$ cat src/rtl/csa_add3_pipe.sv
// csa_add3_pipe: three-operand adder, carry-save stage then two-stage split CPA, global-stall valid/ready
module csa_add3_pipe #(
  parameter int WIDTH = 8,
  parameter int LO_W  = WIDTH / 2
) (
  input  logic             clk,
  input  logic             rst,
  input  logic             in_valid,
  output logic             in_ready,
  input  logic [WIDTH-1:0] a,
  input  logic [WIDTH-1:0] b,
  input  logic [WIDTH-1:0] c,
  output logic             out_valid,
  input  logic             out_ready,
  output logic [WIDTH+1:0] sum
);
  localparam int HW = WIDTH - LO_W;
  logic             r_v1, r_v2, r_v3;
  logic [WIDTH-1:0] r_s1, r_c1;
  logic [LO_W-1:0]  r_lo;
  logic             r_k2;
  logic [HW-1:0]    r_s2h;
  logic [HW:0]      r_c2h;
  logic [WIDTH+1:0] r_sum;
  logic             w_en;
  logic [LO_W:0]    w_lo;
  logic [HW+1:0]    w_hi;
  assign w_en      = !r_v3 | out_ready;
  assign in_ready  = w_en;
  assign out_valid = r_v3;
  assign sum       = r_sum;
  // carry word is weighted one bit up; its bit LO_W-1 crosses into the high slice
  assign w_lo = {1'b0, r_s1[LO_W-1:0]} + {1'b0, LO_W'({r_c1, 1'b0})};
  assign w_hi = {2'b0, r_s2h} + {1'b0, r_c2h} + {{(HW+1){1'b0}}, r_k2};
  always_ff @(posedge clk or posedge rst) begin
    if (rst) begin
      r_v1  <= 1'b0;
      r_v2  <= 1'b0;
      r_v3  <= 1'b0;
      r_s1  <= '0;
      r_c1  <= '0;
      r_lo  <= '0;
      r_k2  <= 1'b0;
      r_s2h <= '0;
      r_c2h <= '0;
      r_sum <= '0;
    end else if (w_en) begin
      r_v1  <= in_valid;
      r_v2  <= r_v1;
      r_v3  <= r_v2;
      r_s1  <= a ^ b ^ c;
      r_c1  <= (a & b) | (a & c) | (b & c);
      r_lo  <= w_lo[LO_W-1:0];
      r_k2  <= w_lo[LO_W];
      r_s2h <= r_s1[WIDTH-1:LO_W];
      r_c2h <= r_c1[WIDTH-1:LO_W-1];
      r_sum <= {w_hi, r_lo};
    end
  end
endmodule

$ cat config.mk
export PLATFORM = sky130hd
export DESIGN_NAME = csa_add3_pipe
export DESIGN_NICKNAME = d
export VERILOG_FILES = /design/src/rtl/csa_add3_pipe.sv
export SDC_FILE = /design/constraint.sdc
export NUM_CORES = 1
export LEC_CHECK = 0
export ABC_AREA = 1
export BUFFER_PORTS_ARGS = -buffer_cell sky130_fd_sc_hd__clkbuf_2
export CAP_MARGIN = 20
export CORE_MARGIN = 10
export CORE_UTILIZATION = 25
export CTS_CLUSTER_DIAMETER = 150
export DETAILED_ROUTE_END_ITERATION = 10
export GPL_TIMING_DRIVEN = 1
export PLACE_DENSITY = 0.47
export SLEW_MARGIN = 5
export SYNTH_ARGS = -nofsm -noshare
export SYNTH_HDL_FRONTEND = slang
export SYNTH_SLANG_ARGS = --single-unit
$ cat constraint.sdc
create_clock -name clk -period 2.1 [get_ports clk]
set_input_delay 0.42 -clock clk [delete_from_list [all_inputs] [get_ports clk]]
set_output_delay 0.42 -clock clk [all_outputs]
set_load 0.01 [all_outputs]
==> results.json, run 1 <==
{
  "status": "finished clean",
  "overflow": 0,
  "antenna_left": 0,
  "die-area_um2": 12190,
  "utilization_pct": 30.92,
  "grtUsageMet2_pct": 9.781,
  "start_util_pct": 26.04,
  "vdd_drop_max_mv": 0.2914,
  "syn_inst": 220,
  "ctsResizeCount": 0,
  "viasPerCell": 3.926,
  "critPathRequiredTime_ns": 1.68,
  "grt_pass1_vias": 1487,
  "synth_warnings": 0,
  "grt_max_degree": 44,
  "fin_area_um2": 2426,
  "slew_viol_final": 0,
  "netlist_area_um2": 2043,
  "drc": 0,
  "numCtsBuffers": 5,
  "relSlewSlack_pct": 63.42,
  "cp_max_fo": 16,
  "total_leakage_power_uw": 0.001296,
  "io_pins": 40,
  "drt_iter0_drc": 56,
  "fin_crit_sh_pct": 79.08,
  "min_period_ns": 1.661,
  "worst_ep_arrival_time_ns": 1.24,
  "p_seq_share_pct": 45.1,
  "p_comb_share_pct": 37.0,
  "hpwlAfterDp_um": 2905,
  "cts_setup_buffers": 0,
  "finalHoldViolations": 0,
  "port_buffers": 39,
  "slowest_delay_ns": 0.39,
  "grt_pass1_wl_um": 7003,
  "wl_per_cell_um": 10.95,
  "cpMaxStageDelayCell": "dfrtp_1",
  "diodes": 0,
  "cp_cell_sequence": "inv_1 -> nor2_4 -> inv_2 -> clkbuf_2",
  "place_area_um2": 2338,
  "ys_seq_area_share_pct": 52.66,
  "cp-end-kind": "primary output",
  "p_sw_uw": 1074,
  "clock_skew_ns": 0.003612,
  "gp_congestion": 0.7462,
  "top_usage_layer": "met2",
  "swShare_pct": 37.17,
  "yosysUniqueCellTypes": 17,
  "placementRows": 32,
  "drive_gt1_share_pct": 19.85,
  "worstMarginPinSlew_ns": 0.5487,
  "holdCritPathClass": "in2async",
  "worstSetupStartpointType": "flop",
  "clkSinkCount": 43,
  "rrSetupSlack_ns": 0.54,
  "finalSetupViolations": 0,
  "syn_nets": 265,
  "maxCapViolCount": 0,
  "hold_buffers": 0,
  "vias": 1429,
  "timing.fmax_ghz": 0.6021,
  "wl_um": 3985,
  "clk_latency_ns": 0.29,
  "cts_tree": "done",
  "whs_ns": 0.2333,
  "fp.dieW_um": 110.4,
  "p_int_uw": 1816,
  "cts_max_level": 2,
  "ff2ff_path_depth": 4,
  "firstDrtPassIters": 4,
  "ys_seq_elements": 43,
  "critical-path-top-delay-family": "buffers and inverters",
  "core_area_um2": 7848,
  "area_growth_pct": 18.74,
  "grtUsageMet1_pct": 8.878,
  "r2r_start": "r_k2$_DFFE_PP0P_",
  "syn_area_per_cell_um2": 9.287,
  "die_h_um": 110.4,
  "final.setup.tns_ns": 0,
  "ctsLongestPathBuffers": 2,
  "rr_endpoint": "sum[5]$_DFFE_PP0P_",
  "path_buf_inv": 3,
  "rsz0062_at_grt": "false",
  "clkTransAtPathRegs_ns": 0.07,
  "grt_util_met3_pct": 3.133,
  "cts-root-buf": "clkbuf_8",
  "pwr-share-clk_pct": 18.0,
  "fin_nets": 307,
  "powerDensity_nw_per_um2": 1191,
  "crit_type": "reg2out",
  "antenna_found_initial": 0,
  "grt_use_total_pct": 6.857
}
==> state kept, by name (all words and copies together), names as in the netlist <==
name / count
sum: 10
r_c1: 8
r_s1: 8
r_c2h: 5
r_lo: 4
r_s2h: 4
out_valid: 1
r_k2: 1
r_v1: 1
r_v2: 1
==> logic make-up after synthesis <==
kind of cell | count (synthesis) | share of synthesized area (%)
simple gates | 114 | 21.74
xor+xnor | 1 | 0.4287
flops | 43 | 52.66
buf+inv | 27 | 6.307
compound gates | 18 | 4.409
fa+ha+maj | 17 | 14.45
==> layer usage <==
metal | vias up | wire [um]
met5 | - | 0
met4 | 0 | 54
met3 | 8 | 206
met2 | 31 | 1654
met1 | 639 | 2069
li1 | 751 | -
==> per-stage QoR <==
step	worst slack, ns	total power [uW]	cells
after detailed placement	0.5415	2423	357
after floorplan	0.6107	2074	220
after CTS	0.4145	2961	364
after global placement	0.5747	2412	357
after global routing	0.3330	3209	364
final	0.4393	2890	364
==> synthesized netlist by cell type <==
cell type	number	share of area [%]
a21oi_1	1	0.24
buf_2	4	0.98
buf_4	2	0.73
buf_6	2	1.1
dfrtp_1	43	53
fa_1	11	11
ha_1	6	3.7
inv_1	18	3.3
inv_2	1	0.18
nand2_1	105	19
nand3_1	5	1.2
nand4_1	1	0.31
nor2_1	2	0.37
nor2_4	1	0.55
o21ai_0	8	2.0
o21ai_1	9	2.2
xor2_1	1	0.43
==> layout by cell type (no fill, tap or decap), drive strengths merged <==
cell type,n
buf,4
xor2,1
nand2,105
nand4,1
fa,11
a21oi,1
clkinv,2
ha,6
clkbuf,45
nor2,3
nand3,5
inv,18
o21ai,17
dfrtp,43
==> worst max-delay path by stage <==
stage | start | to | slack [ns] | depth (start not counted)
final | out_valid$_DFFE_PP0P_ | in_ready | 0.44 | 4
after global placement | r_k2$_DFFE_PP0P_ | sum[8]$_DFFE_PP0P_ | 0.57 | 8
after CTS | out_valid$_DFFE_PP0P_ | in_ready | 0.41 | 4
after floorplan | r_k2$_DFFE_PP0P_ | sum[5]$_DFFE_PP0P_ | 0.61 | 4
after global routing | out_valid$_DFFE_PP0P_ | in_ready | 0.33 | 4
after detailed placement | r_k2$_DFFE_PP0P_ | sum[5]$_DFFE_PP0P_ | 0.54 | 4
==> power groups by stage <==
stage	sequential (uW)	combinational, uW	clock, uW
2_1_floorplan	1340	733	0
3_3_place_gp	1320	1090	0
3_5_place_dp	1320	1100	0
4_1_cts	1310	1110	546
5_1_grt	1340	1280	586
6_report	1300	1070	519
==> final cells by class <==
type / instances / area (um2)
fill: 873 / 5421
sequential: 43 / 1076
multi-input combinational: 150 / 838.3
timing repair buffer: 43 / 225.2
tap: 102 / 127.6
clock buffer: 6 / 82.58
inverter: 19 / 71.32
clock inverter: 1 / 5.005
==> worst register-to-register path, delay by kind of cell (launching register included) <==
family          cells  cell delay [ns]
compound gates      1             0.15
fa+ha+maj           2             0.84
buf+inv             1             0.08
flops               1             0.41
(Power assumes the default switching activity.)
==> run 2: changes to the inputs <==
--- a/config.mk
+++ b/config.mk
@@ -5,7 +5,7 @@
 export SDC_FILE = /design/constraint.sdc
 export NUM_CORES = 1
 export LEC_CHECK = 0
-export ABC_AREA = 1
+export ABC_AREA = 0
 export BUFFER_PORTS_ARGS = -buffer_cell sky130_fd_sc_hd__clkbuf_2
 export CAP_MARGIN = 20
 export CORE_MARGIN = 10
@@ -13,7 +13,7 @@
 export CTS_CLUSTER_DIAMETER = 150
 export DETAILED_ROUTE_END_ITERATION = 10
 export GPL_TIMING_DRIVEN = 1
-export PLACE_DENSITY = 0.47
+export PLACE_DENSITY = 0.49
 export SLEW_MARGIN = 5
 export SYNTH_ARGS = -nofsm -noshare
 export SYNTH_HDL_FRONTEND = slang
==> constraint.sdc (replaced) <==
create_clock -name clk -period 1.3 [get_ports clk]
set_input_delay 0.26 -clock clk [delete_from_list [all_inputs] [get_ports clk]]
set_output_delay 0.26 -clock clk [all_outputs]
set_load 0.01 [all_outputs]
==> run 2 against run 1 <==
The run now ends with negative setup slack left; setup slack worse by 0.84 ns; register-to-register slack worse by 0.94 ns; area after synthesis is 1.3% lower; die area is 1.1% lower; largest cell class unchanged; largest power group is now combinational cells.
==> results.json, run 2 <==
{
  "start_util_pct": 25.83,
  "final_cell_mix": "97 x nand2_1, 43 x dfrtp_1, 38 x clkbuf_2",
  "ys_async_sr_fraction_pct": 100.0,
  "status": "finished with violations",
  "numCtsBuffers": 5,
  "fill_cells": 842,
  "ys_seq_area_share_pct": 53.35,
  "clock_skew_ns": 0.008937,
  "yosysTopAreaCellShare_pct": 53.35,
  "overflow": 0,
  "vdd_drop_max_mv": 0.5256,
  "clkSinkCount": 43,
  "min_period_ns": 1.704,
  "viasPerCell": 4.074,
  "finalHoldViolations": 0,
  "fp.dieW_um": 109.8,
  "io_pins": 40,
  "grt_max_degree": 44,
  "largest_reg_flops": 10,
  "setup_ws_ns": -0.4042,
  "syn_area_per_cell_um2": 9.744,
  "netlist_area_um2": 2017,
  "layout_commonest_cell": "nand2_1",
  "clkTransAtPathRegs_ns": 0.09,
  "antenna_found_initial": 0,
  "fin_area_um2": 2580,
  "syn_inst": 207,
  "grt_pass1_vias": 1549,
  "timing.fmax_ghz": 0.5868,
  "total_leakage_power_uw": 0.001330,
  "utilization_pct": 33.04,
  "rsz0062_at_grt": "true",
  "die-area_um2": 12060,
  "seqCellArea_um2": 1076,
  "finalSetupViolations": 5,
  "slowest_delay_ns": 0.41,
  "clk_latency_ns": 0.29,
  "port_buffers": 39,
  "maxCapViolCount": 0,
  "ctsLongestPathBuffers": 2,
  "crit_type": "reg2reg",
  "gp_congestion": 0.7261,
  "core_area_um2": 7807,
  "synthTopCellsByArea": "dfrtp_1 53%, nand2_1 18%, fa_1 11%",
  "die_h_um": 109.8,
  "cts_max_level": 2,
  "cts_tree": "done",
  "area_growth_pct": 27.92,
  "drive_gt1_share_pct": 29.01,
  "wl_um": 4170,
  "critPathRequiredTime_ns": 1.51,
  "firstDrtPassIters": 4,
  "cp-end-kind": "flop",
  "cp_cell_sequence": "fa_2 -> inv_2 -> fa_2 -> nor2b_1 -> o21a_1 -> o21a_1 -> o31ai_1",
  "dp_slack_ns": -0.4353,
  "multi_input_area_um2": 887.1,
  "whs_ns": 0.1587,
  "wl_per_cell_um": 11.46,
  "worst_ep_arrival_time_ns": 1.91,
  "grt_use_total_pct": 7.419,
  "relSlewSlack_pct": 83.77,
  "grt_pass1_wl_um": 7182,
  "failed_checks": "negative setup slack",
  "synth_edf_count": 0,
  "cts-root-buf": "clkbuf_8",
  "yosysUniqueCellTypes": 21,
  "place_area_um2": 2395,
  "synth_warnings": 0,
  "antenna_left": 0,
  "ys_seq_elements": 43,
  "drc": 0,
  "synth_top_area_cell": "dfrtp_1",
  "cpMaxStageDelayCell": "dfrtp_1",
  "worstMarginPinSlew_ns": 0.2434,
  "path_buf_inv": 1,
  "vias": 1483,
  "slew_viol_final": 0,
  "powerDensity_nw_per_um2": 2002,
  "diodes": 0,
  "synth_most_common_cell": "nand2_1",
  "cp_max_fo": 2,
  "drt_iter0_drc": 30,
  "worstSetupStartpointType": "flop",
  "synth_common_cells": "97 x nand2_1, 43 x dfrtp_1, 11 x fa_1",
  "critical-path-top-delay-family": "adder cells",
  "hpwlAfterDp_um": 3026,
  "fin_crit_sh_pct": 131.1,
  "syn_nets": 252,
  "fin_nets": 306,
  "holdCritPathClass": "in2reg",
  "placementRows": 32,
  "ys.flop_type": "dfrtp_1",
  "fin_total_pwr_uw": 5164
}
## run 2: per-layer routing
metal,wire (um),track usage [%]
met1,1981,9.811
met2,1895,11.05
met3,241,2.692
met4,51,2.230
met5,0,0
## run 2: cell families after synthesis
group,share of synthesized area [%]
flops,53.35
xor+xnor,0.8686
compound gates,6.202
fa+ha+maj,14.64
buf+inv,4.218
simple gates,20.72
## run 2: report_power, final
group	switching [uW]	internal (uW)	leakage, uW
logic	1130	1080	0.000772
registers	279	1850	0.000516
clock network	449	376	0.0000412
total	1860	3310	0.00133
## run 2: through the flow
stage	cells	TNS, ns
floorplan	207	-0.7106
global placement	350	-1.237
detailed placement	350	-1.360
CTS	363	-1.544
global route	364	-1.946
finish	364	-1.457
## run 2: cell type report
cell class	instances	share of cell area, %
clock inverter	2	0.4850
sequential	43	41.71
multi-input combinational	147	34.38
inverter	8	1.261
clock buffer	6	2.813
timing repair buffer	56	14.40
tap	102	4.947
## run 2: worst reg2reg max path, cell delays in order (launching register included)
cell     delay (ns)
dfrtp_1        0.41
fa_2           0.41
inv_2          0.06
fa_2           0.19
nor2b_1        0.05
o21a_1         0.17
o21a_1         0.16
o31ai_1        0.18
## run 2: worst paths after layout
path | endpoint | slack [ns] | start | cells past startpoint
max | sum[8]$_DFFE_PP0P_ | -0.40 | r_k2$_DFFE_PP0P_ | 7
min | r_v1$_DFFE_PP0P_ | 0.16 | in_valid | 3
max reg2reg | sum[8]$_DFFE_PP0P_ | -0.40 | r_k2$_DFFE_PP0P_ | 7
min reg2reg | out_valid$_DFFE_PP0P_ | 0.47 | r_v2$_DFFE_PP0P_ | 1
max in group asynchronous | r_s1[3]$_DFFE_PP0P_ | 0.56 | rst | 4
min in group asynchronous | sum[9]$_DFFE_PP0P_ | 0.53 | rst | 4
## run 2: timing repair
action / in CTS / in global routing
hold endpoints to repair: 43 / 0
setup endpoints to repair: 7 / 9
resized for setup: 10 / 6
buffers inserted: 4 / 2
pin swaps: 8 / 7
hold buffers: 1 / 0
==> run 3: changes to the inputs <==
--- a/config.mk
+++ b/config.mk
@@ -10,10 +10,11 @@
 export CAP_MARGIN = 20
 export CORE_MARGIN = 10
 export CORE_UTILIZATION = 25
+export CTS_BUF_LIST = sky130_fd_sc_hd__clkbuf_8
 export CTS_CLUSTER_DIAMETER = 150
 export DETAILED_ROUTE_END_ITERATION = 10
 export GPL_TIMING_DRIVEN = 1
-export PLACE_DENSITY = 0.49
+export PLACE_DENSITY = 0.47
 export SLEW_MARGIN = 5
 export SYNTH_ARGS = -nofsm -noshare
 export SYNTH_HDL_FRONTEND = slang
==> constraint.sdc (replaced) <==
create_clock -name clk -period 1.65 [get_ports clk]
set_input_delay 0.33 -clock clk [delete_from_list [all_inputs] [get_ports clk]]
set_output_delay 0.33 -clock clk [all_outputs]
set_load 0.01 [all_outputs]
==> run 3 against run 2 <==
The flow still finishes with violations (negative setup slack); clock power down 20%; critical path depth increased by 1; sequential power decreased by 21%; die area stayed put; clock skew fell by 0.00078 ns; core utilization down 1.1 points; register-to-register slack gained 0.30 ns; first-iteration DRC count rose by 120%; via count down 1.6%; fmax fell by 2.6%.
==> results.json, run 3 (same netlist as run 2, synthesis figures left out) <==
{
  "dp_slack_ns": -0.08671,
  "vdd_drop_max_mv": 0.4425,
  "drc": 0,
  "critPathRequiredTime_ns": 1.88,
  "wl_um": 4109,
  "final_cell_mix": "97 x nand2_1, 43 x dfrtp_1, 39 x clkbuf_2",
  "vias": 1459,
  "hpwlAfterDp_um": 2984,
  "drt_iter0_drc": 67,
  "relSlewSlack_pct": 79.56,
  "port_buffers": 39,
  "cts-root-buf": "clkbuf_8",
  "cp_cell_sequence": "fa_2 -> inv_2 -> fa_2 -> buf_4 -> buf_4 -> buf_4 -> xor2_2 -> a21oi_2",
  "cp_common_cell": "buf_4",
  "timing.fmax_ghz": 0.5716,
  "holdCritPathClass": "in2async",
  "gp_congestion": 0.7013,
  "status": "finished with violations",
  "antenna_found_initial": 0,
  "drive_gt1_share_pct": 26.46,
  "slew_viol_final": 0,
  "hold_buffers": 0,
  "antenna_left": 0,
  "fin_nets": 301,
  "ctsLongestPathBuffers": 2,
  "slowest_delay_ns": 0.38,
  "cp-end-kind": "flop",
  "grt_pass1_wl_um": 6969,
  "grt_max_degree": 44,
  "clkTransAtPathRegs_ns": 0.08,
  "place_area_um2": 2352,
  "fill_cells": 850,
  "multi_input_area_um2": 877.1,
  "diodes": 0,
  "maxCapViolCount": 0,
  "min_period_ns": 1.749,
  "area_growth_pct": 23.82,
  "clkSinkCount": 43,
  "clk_latency_ns": 0.29,
  "critical-path-top-delay-family": "adder cells",
  "largest_reg_flops": 10,
  "worstSetupStartpointType": "flop",
  "crit_type": "reg2reg",
  "die_h_um": 109.8,
  "core_area_um2": 7807,
  "cts_tree": "done",
  "fin_crit_sh_pct": 106.0,
  "layout_commonest_cell": "nand2_1",
  "fin_area_um2": 2497,
  "setup_ws_ns": -0.09947,
  "grt_use_total_pct": 7.153,
  "finalHoldViolations": 0,
  "worst_ep_arrival_time_ns": 1.98,
  "firstDrtPassIters": 4,
  "path_buf_inv": 4,
  "die-area_um2": 12060,
  "fp.dieW_um": 109.8,
  "overflow": 0,
  "rsz0062_at_grt": "true",
  "seqCellArea_um2": 1076,
  "numCtsBuffers": 5,
  "placementRows": 32,
  "io_pins": 40,
  "start_util_pct": 25.83,
  "worstMarginPinSlew_ns": 0.3066,
  "total_leakage_power_uw": 0.001293,
  "finalSetupViolations": 2,
  "wl_per_cell_um": 11.45,
  "failed_checks": "negative setup slack",
  "cp_max_fo": 2,
  "clock_skew_ns": 0.008160,
  "cpMaxStageDelayCell": "dfrtp_1",
  "viasPerCell": 4.064,
  "cts_max_level": 2,
  "fin_total_pwr_uw": 3939,
  "grt_pass1_vias": 1487,
  "powerDensity_nw_per_um2": 1577
}
==> run 3: cell count changes in the layout (fill, tap and decap cells not counted), sizes merged <==
cell / previous run / this run
clkinvlp: 1 / 2
buf: 17 / 12
dlygate4sd3: 1 / 0
==> run 3: path summary, 6_finish.rpt <==
kind                             startpoint  slack (ns)               endpoint  cells past startpoint
max                        r_k2$_DFFE_PP0P_        -0.1     sum[6]$_DFFE_PP0P_                      8
min                                     rst        0.04    r_c1[5]$_DFFE_PP0P_                      3
max reg2reg                r_k2$_DFFE_PP0P_        -0.1     sum[6]$_DFFE_PP0P_                      8
min reg2reg                r_v2$_DFFE_PP0P_        0.46  out_valid$_DFFE_PP0P_                      1
max in group asynchronous               rst        1.39   r_s2h[3]$_DFFE_PP0P_                      3
min in group clk                   in_valid        0.24       r_v1$_DFFE_PP0P_                      3
==> run 3: metal layers <==
layer | vias up | wire length [um] | GRT usage, %
li1 | 741 | - | -
met1 | 684 | 1937 | 9.326
met2 | 30 | 1853 | 10.80
met3 | 4 | 282 | 2.399
met4 | 0 | 35 | 2.509
met5 | - | 0 | 0
==> run 3: area by class of cell <==
type,count,area share [%]
Multi-Input combinational cell,147,35.12
Clock inverter,3,0.8016
Tap cell,102,5.110
Timing Repair Buffer,51,11.92
Clock buffer,5,2.756
Sequential cell,43,43.09
Inverter,8,1.202
==> run 3: tightest hold or removal path, cell delays in order <==
cell and delay [ns]:
clkbuf_2 0.09, inv_2 0.06, buf_12 0.23
==> run 3: where the power goes <==
| group | switching, uW | internal [uW] |
|---|---|---|
| Combinational | 843 | 750 |
| Clock | 366 | 295 |
| Sequential | 226 | 1460 |
==> run 3: per-stage QoR <==
step / TNS [ns] / cells / util (%) / hold slack (ns)
floorplan: -0.04344 / 207 / - / 0.4300
global placement: -0.06370 / 346 / 30.13 / 0.3634
detailed placement: -0.08671 / 346 / 30.13 / 0.3739
CTS: -0.09212 / 355 / 31.39 / 0.04653
global route: -0.4565 / 359 / 31.99 / 0.05016
finish: -0.1895 / 359 / 31.99 / 0.03541
==> run 3: what timing repair did <==
item	CTS	global route
setup buffers	1	4
pin swaps	3	5
setup endpoints to repair	1	3
gates cloned	0	0
gates resized for setup	2	3
hold endpoints to repair	0	0
